File: config.mk
export PLATFORM = sky130hd
export DESIGN_NAME = register_serial_reader_flat
export DESIGN_NICKNAME = d
export VERILOG_FILES = /design/src/rtl/register_serial_reader_if.sv /design/src/rtl/register_serial_reader.sv /design/src/flat_wrapper.sv
export SDC_FILE = /design/constraint.sdc
export NUM_CORES = 1
export LEC_CHECK = 0
export ABC_AREA = 0
export CORE_UTILIZATION = 35
export DETAILED_ROUTE_END_ITERATION = 6
export PLACE_DENSITY = 0.68
export SETUP_SLACK_MARGIN = 0.3
export SLEW_MARGIN = 40
export SYNTH_ARGS = -nofsm -noshare
export SYNTH_HDL_FRONTEND = slang
export SYNTH_SLANG_ARGS = --single-unit
File: constraint.sdc
create_clock -name clk -period 4.4 [get_ports clk]
set_input_delay 0.88 -clock clk [delete_from_list [all_inputs] [get_ports clk]]
set_output_delay 0.88 -clock clk [all_outputs]
set_load 0.01 [all_outputs]
File: src/rtl/register_serial_reader_if.sv
// ============================================================================
//  Module   : register_serial_reader_if
//  Purpose  : Request, capture and serial-stream signals that connect a
//             register serial reader to its requester and serial consumer.
//  Signals  : rd_req      requester -> reader  start a read (sampled in IDLE)
//             rd_data     requester -> reader  parallel register Q word
//             rd_ack      reader -> requester  one-cycle capture pulse
//             sout        reader -> consumer   current serial bit
//             sout_valid  reader -> consumer   sout holds a valid bit
//             sout_ready  consumer -> reader   consumer accepts sout
//             busy        reader -> all        transaction in progress
//             done        reader -> all        one-cycle end-of-word pulse
//  Modports : slave  - the reader itself
//             master - the requester/consumer side driving the reader
//  Revision : 1.0 - initial release
// ============================================================================
`default_nettype none

interface register_serial_reader_if #(
  parameter int WIDTH = 32
);
  logic             rd_req;
  logic [WIDTH-1:0] rd_data;
  logic             rd_ack;
  logic             sout;
  logic             sout_valid;
  logic             sout_ready;
  logic             busy;
  logic             done;

  modport slave (
    input  rd_req, rd_data, sout_ready,
    output rd_ack, sout, sout_valid, busy, done
  );

  modport master (
    output rd_req, rd_data, sout_ready,
    input  rd_ack, sout, sout_valid, busy, done
  );
endinterface

`default_nettype wire

File: src/rtl/register_serial_reader.sv
// ============================================================================
//  Module   : register_serial_reader
//  Purpose  : Captures a register's parallel Q word on request and streams it
//             out one bit per accepted valid/ready beat, with busy/done status.
//  Ports    : clk    in   system clock, rising-edge active
//             rst_n  in   synchronous active-low reset
//             bus    slave modport of register_serial_reader_if
//                    (rd_req/rd_data in, rd_ack out, sout/sout_valid out,
//                     sout_ready in, busy/done out)
//  Params   : WIDTH      captured word width (>= 2)
//             MSB_FIRST  1: bit WIDTH-1 leaves first, 0: bit 0 leaves first
//  Revision : 1.0 - initial release
// ============================================================================
`default_nettype none

module register_serial_reader #(
  parameter int WIDTH     = 32,
  parameter bit MSB_FIRST = 1'b1
) (
  input  wire logic               clk,
  input  wire logic               rst_n,
  register_serial_reader_if.slave bus
);

  localparam int CNT_W = $clog2(WIDTH + 1);
  localparam logic [CNT_W-1:0] c_CNT_ONE  = CNT_W'(1);
  localparam logic [CNT_W-1:0] c_CNT_FULL = CNT_W'(WIDTH);

  typedef enum logic [1:0] {
    S_IDLE  = 2'd0,
    S_SHIFT = 2'd1,
    S_DONE  = 2'd2
  } state_t;

  state_t           r_state;
  state_t           w_state_nxt;
  logic [WIDTH-1:0] r_shreg;
  logic [WIDTH-1:0] w_shreg_nxt;
  logic [CNT_W-1:0] r_count;
  logic [CNT_W-1:0] w_count_nxt;
  logic             r_ack;
  logic             w_ack_nxt;

  logic             w_out_bit;
  logic [WIDTH-1:0] w_shifted;
  logic             w_sout;
  logic             w_sout_valid;
  logic             w_busy;
  logic             w_done;

  // The output end of the shift register depends on bit order; the register
  // always shifts toward that end with zero fill.
  if (MSB_FIRST) begin : g_msb_first
    assign w_out_bit = r_shreg[WIDTH-1];
    assign w_shifted = {r_shreg[WIDTH-2:0], 1'b0};
  end else begin : g_lsb_first
    assign w_out_bit = r_shreg[0];
    assign w_shifted = {1'b0, r_shreg[WIDTH-1:1]};
  end

  // State and datapath registers
  always_ff @(posedge clk) begin
    if (!rst_n) begin
      r_state <= S_IDLE;
      r_shreg <= '0;
      r_count <= '0;
      r_ack   <= 1'b0;
    end else begin
      r_state <= w_state_nxt;
      r_shreg <= w_shreg_nxt;
      r_count <= w_count_nxt;
      r_ack   <= w_ack_nxt;
    end
  end

  // Next-state, datapath and output decode
  always_comb begin
    w_state_nxt  = r_state;
    w_shreg_nxt  = r_shreg;
    w_count_nxt  = r_count;
    w_ack_nxt    = 1'b0;
    w_sout       = 1'b0;
    w_sout_valid = 1'b0;
    w_busy       = 1'b0;
    w_done       = 1'b0;

    case (r_state)
      S_IDLE: begin
        if (bus.rd_req) begin
          w_shreg_nxt = bus.rd_data;
          w_count_nxt = c_CNT_FULL;
          w_state_nxt = S_SHIFT;
          // rd_ack is a registered pulse, so it appears in the cycle after
          // the capture edge, alongside the first valid bit.
          w_ack_nxt   = 1'b1;
        end
      end

      S_SHIFT: begin
        w_busy       = 1'b1;
        w_sout_valid = 1'b1;
        w_sout       = w_out_bit;
        if (bus.sout_ready) begin
          w_shreg_nxt = w_shifted;
          w_count_nxt = r_count - c_CNT_ONE;
          // Leaving on the last beat keeps the count from ever wrapping.
          if (r_count == c_CNT_ONE) begin
            w_state_nxt = S_DONE;
          end
        end
      end

      S_DONE: begin
        w_busy      = 1'b1;
        w_done      = 1'b1;
        w_state_nxt = S_IDLE;
      end

      default: begin
        w_state_nxt = S_IDLE;
      end
    endcase
  end

  assign bus.rd_ack     = r_ack;
  assign bus.sout       = w_sout;
  assign bus.sout_valid = w_sout_valid;
  assign bus.busy       = w_busy;
  assign bus.done       = w_done;

endmodule

`default_nettype wire

File: src/flat_wrapper.sv
// flat-port wrapper written by rule: the top's interface ports become plain ports
module register_serial_reader_flat 
#(
  parameter int WIDTH     = 32,
  parameter bit MSB_FIRST = 1'b1
)
  (clk, rst_n, bus_rd_req, bus_rd_data, bus_sout_ready, bus_rd_ack, bus_sout, bus_sout_valid, bus_busy, bus_done);
  register_serial_reader_if #(.WIDTH(WIDTH)) bus_i ();
  input  wire logic clk;
  input  wire logic rst_n;
  input wire logic [$bits(bus_i.rd_req)-1:0] bus_rd_req;
  input wire logic [$bits(bus_i.rd_data)-1:0] bus_rd_data;
  input wire logic [$bits(bus_i.sout_ready)-1:0] bus_sout_ready;
  output wire logic [$bits(bus_i.rd_ack)-1:0] bus_rd_ack;
  output wire logic [$bits(bus_i.sout)-1:0] bus_sout;
  output wire logic [$bits(bus_i.sout_valid)-1:0] bus_sout_valid;
  output wire logic [$bits(bus_i.busy)-1:0] bus_busy;
  output wire logic [$bits(bus_i.done)-1:0] bus_done;
  assign bus_i.rd_req = bus_rd_req;
  assign bus_i.rd_data = bus_rd_data;
  assign bus_i.sout_ready = bus_sout_ready;
  assign bus_rd_ack = bus_i.rd_ack;
  assign bus_sout = bus_i.sout;
  assign bus_sout_valid = bus_i.sout_valid;
  assign bus_busy = bus_i.busy;
  assign bus_done = bus_i.done;
  register_serial_reader #(.WIDTH(WIDTH), .MSB_FIRST(MSB_FIRST)) u_core (.clk(clk), .rst_n(rst_n), .bus(bus_i));
endmodule
After elaboration in Yosys (flattened, before gate mapping)
Cells that the tools add are included.
- logic and storage cells: 32
- flip-flop bits (word level): 41
- add/sub/neg operators: 1
- reduce and logical (&&, ||, !) cells: 6
- mux-type cells: 15
- equal/unequal tests: 6
- operator list (cell ; number):
    $mux 32 ; 2
    $pmux 32 s2 ; 1
    $mux 6 ; 2
    $pmux 6 s2 ; 1
    $eq 6x1->1 const B ; 1
    $mux 2 ; 3
    $reduce_and 3->1 ; 2
    $sub 6x1->6 const B ; 1
    $mux 1 ; 5
    $ne 2x2->1 const B ; 2
    $pmux 2 s2 ; 1
    $eq 2x1->1 const B ; 1
    $eq 2x2->1 const B ; 1
    $logic_not 2->1 ; 1
    $ne 2x1->1 const B ; 1
    $reduce_and 2->1 ; 1
    $reduce_bool 2->1 ; 1
    $reduce_or 2->1 ; 1

Depth between registers and ports, before layout
- word-level depth: 4
- gate-level depth with buffers: 9
- mapped depth without buffers: 6

Worst setup path after synthesis
Ideal clock, no wire load.
- path type: register to output
- start: reg u_core.r_state[1]
- end: out bus_sout
- stages on the path, launching flop included: 6
- data required time: 3.520 ns
- data arrival time: 1.186 ns
- path buffers: 2
- slack: 2.334 ns
- cells stage by stage: dfxtp_1 -> inv_1 -> ha_1 -> clkbuf_1 -> buf_2 -> and2_1
- longest elaborated chain between the ends: 2
- RTL lines (item ; line ; source):
    start: declaration ; register_serial_reader.sv:35 ; state_t r_state;
    start signal: assignment ; register_serial_reader.sv:69 ; r_state <= w_state_nxt;
    $eq 2x1->1 ; register_serial_reader.sv:87 ; case (r_state)
    $mux 1 ; register_serial_reader.sv:87 ;
    end: declaration ; flat_wrapper.sv:15 ; output wire logic [$bits(bus_i.sout)-1:0] bus_sout;
No other way between the ends.

Final worst setup path
Ends and elaborated chain as after synthesis.

==> results.json <==
{
  "drtIter0Drc": 86,
  "cts_buffer_depth": 2,
  "fin_crit_sh": 0.647,
  "grt_max_degree": 63,
  "worst_ep_arrival_time_ns": 1.96,
  "synthDistinctLibCells": 31,
  "async_reset_ff_frac": 0,
  "setup_tns_ns": 0,
  "max_freq_ghz": 0.352,
  "synthTopCellsByArea": "dfxtp_1 40%, mux2i_1 16%, o211a_1 15%",
  "cts_max_level": 2,
  "ir_worst_vdd_mv": 0.246,
  "setup_violations": 0,
  "fin_util": 0.459,
  "synth_top_area_cell": "dfxtp_1",
  "grt_use_total": 0.130,
  "p_per_area_nw_per_um2": 569,
  "rsz0062_at_grt": "false",
  "antennaDiodeCount": 0,
  "cts-buffers-inserted": 5,
  "crit_type": "flip-flop to primary output",
  "clock-sinks": 41,
  "start_util": 0.368,
  "synth_flop_cell": "dfxtp_1",
  "antenna_found_initial": 0,
  "tightestPinTransition_ns": 0.577,
  "slew_headroom": 0.615,
  "worstPathRequired_ns": 3.52,
  "synth_cells": 207,
  "period_needed_ns": 2.84,
  "final_common_cell": "dfxtp_1",
  "clkLatencyLatePin_ns": 0.30,
  "dp.cells": 305,
  "wl_per_cell_um": 12.3,
  "area_delta_synth_final_pct": 24.6,
  "slew_violations": 0,
  "critPathSlowestCell": "clkdlybuf4s50_1",
  "die-area_um2": 6210,
  "grt_pass1_wl_um": 6330,
  "routed_wl_um": 3850,
  "viasPerCell": 4.95,
  "yosysWarnings": 0,
  "vias": 1550,
  "crit_chain": "inv_1 > ha_2 > and2_1 > clkdlybuf4s50_1",
  "min_path_type": "flip-flop to flip-flop",
  "cts_resized": 0,
  "cp_max_fo": 19,
  "grt-ovfl-total": 0,
  "ys_ff_latch": 41,
  "yosysSeqAreaShare": 0.398,
  "die_h_um": 78.8,
  "ant_nets": 0,
  "outcome": "complete, no violations",
  "critPathMaxStageDelay_ns": 0.53,
  "dp_slack_ns": 1.80,
  "gp_congestion": 0.763,
  "final_cell_mix": "41 x dfxtp_1, 39 x clkdlybuf4s50_1, 35 x nand2_1, 32 x mux2i_1, 31 x o211a_1",
  "clk_pin_slew_ns": 0.07,
  "grt_pass1_vias": 1481,
  "drt_pre_antenna_iters": 4,
  "skew_ns": 0.00706,
  "cts_tree": "yes",
  "ioPinCount": 41,
  "drcViolationCount": 0,
  "nets": 282,
  "holdBufCountCts": 0,
  "synth.cell_area_um2": 2060,
  "p_leak_nw": 1.26,
  "syn_avg_cell_area_um2": 9.97,
  "portBuffers": 40,
  "hold_violations": 0,
  "post-dp-hpwl_um": 2560,
  "fin_cells": 313,
  "cts_root_buffer": "clkbuf_8",
  "rows": 27,
  "synth_fp_nets": 249,
  "drv_cap": 0,
  "die_w_um": 78.8,
  "final_layout_size_suffix_gt1_frac": 0.0622,
  "synth_edf_count": 0,
  "core_um2": 5610,
  "fillCellCount": 559,
  "cp-start-kind": "flip-flop",
  "fin_ws_ns": 1.56,
  "setup.worst_path.end_class": "primary output",
  "cts_setup_buffers": 0,
  "synth_top_area_share": 0.398
}
[routing by layer]
layer / vias to the layer above / part of all wire / wire, µm / global-route usage
met5: - / 0 / 0 / 0
met4: 0 / 0.014 / 53 / 0.0537
met3: 5 / 0.050 / 193 / 0.0425
met2: 32 / 0.46 / 1770 / 0.215
met1: 717 / 0.47 / 1830 / 0.155
li1: 796 / - / - / -
[power breakdown]
part	total, W	internal, W	switching [W]
Clock	0.000320	0.000184	0.000135
Combinational	0.000585	0.000289	0.000296
Sequential	0.000558	0.000492	0.0000661
[cells by family after synthesis]
logic type,Yosys count,share of synthesized area
and+or+nand+nor,62,0.135
AOI/OAI and AO/OA,41,0.187
DFF,41,0.398
muxes,33,0.163
buffers and inverters,20,0.0643
adders and majority gates,6,0.0364
xor gates and xnor gates,4,0.0170
[flip-flops by register name (all words and copies together), names as in the netlist]
| signal | cells |
|---|---|
| u_core.r_state | 2 |
| u_core.r_shreg | 32 |
| u_core.r_count | 6 |
| u_core.bus.rd_ack | 1 |
[worst max-delay path, delay by kind of cell, from the launching register on]
family,cells,cell delay (ns)
buf+inv,2,0.63
flops,1,0.34
simple gates,1,0.20
fa+ha+maj,1,0.50
[per-stage QoR]
step | area, µm² | power [W] | hold WS, ns
final | 2570 | 0.00146 | 0.489
after global routing | 2570 | 0.00156 | 0.522
after CTS | 2570 | 0.00148 | 0.494
after detailed placement | 2450 | 0.00115 | 0.481
after global placement | 2450 | 0.00114 | 0.477
after floorplan | 2060 | 0.00107 | 0.452
[final cells by class]
cell class / count / area (µm²) / area share
well taps: 72 / 90.1 / 0.0350
flip-flops and latches: 41 / 821 / 0.319
multi-input cells: 146 / 1110 / 0.434
clock inverters: 2 / 37.5 / 0.0146
repair buffers: 42 / 410 / 0.160
clock buffers: 6 / 82.6 / 0.0321
inverters: 4 / 15.0 / 0.00584
[final timing paths]
check,depth (start not counted),to,from,slack (ns)
worst min-delay path,2,u_core.r_state[0],u_core.r_state[0],0.49
worst min register to register,2,u_core.r_state[0],u_core.r_state[0],0.49
worst max register to register,6,u_core.r_shreg[23],u_core.r_state[1],2.27
worst max-delay path,4,bus_sout,u_core.r_state[1],1.56
[cell usage after synthesis (2+ instances only)]
cell type / n
ha_1: 6
o211a_1: 31
nor2_1: 10
nor2b_1: 5
buf_6: 7
and2_1: 2
xor2_1: 3
nand4_1: 2
nand2b_1: 3
inv_1: 4
nand2_1: 35
mux2i_1: 32
clkbuf_1: 5
dfxtp_1: 41
o21ai_0: 2
buf_2: 4
No activity file was read; power rests on OpenSTA's default activity.
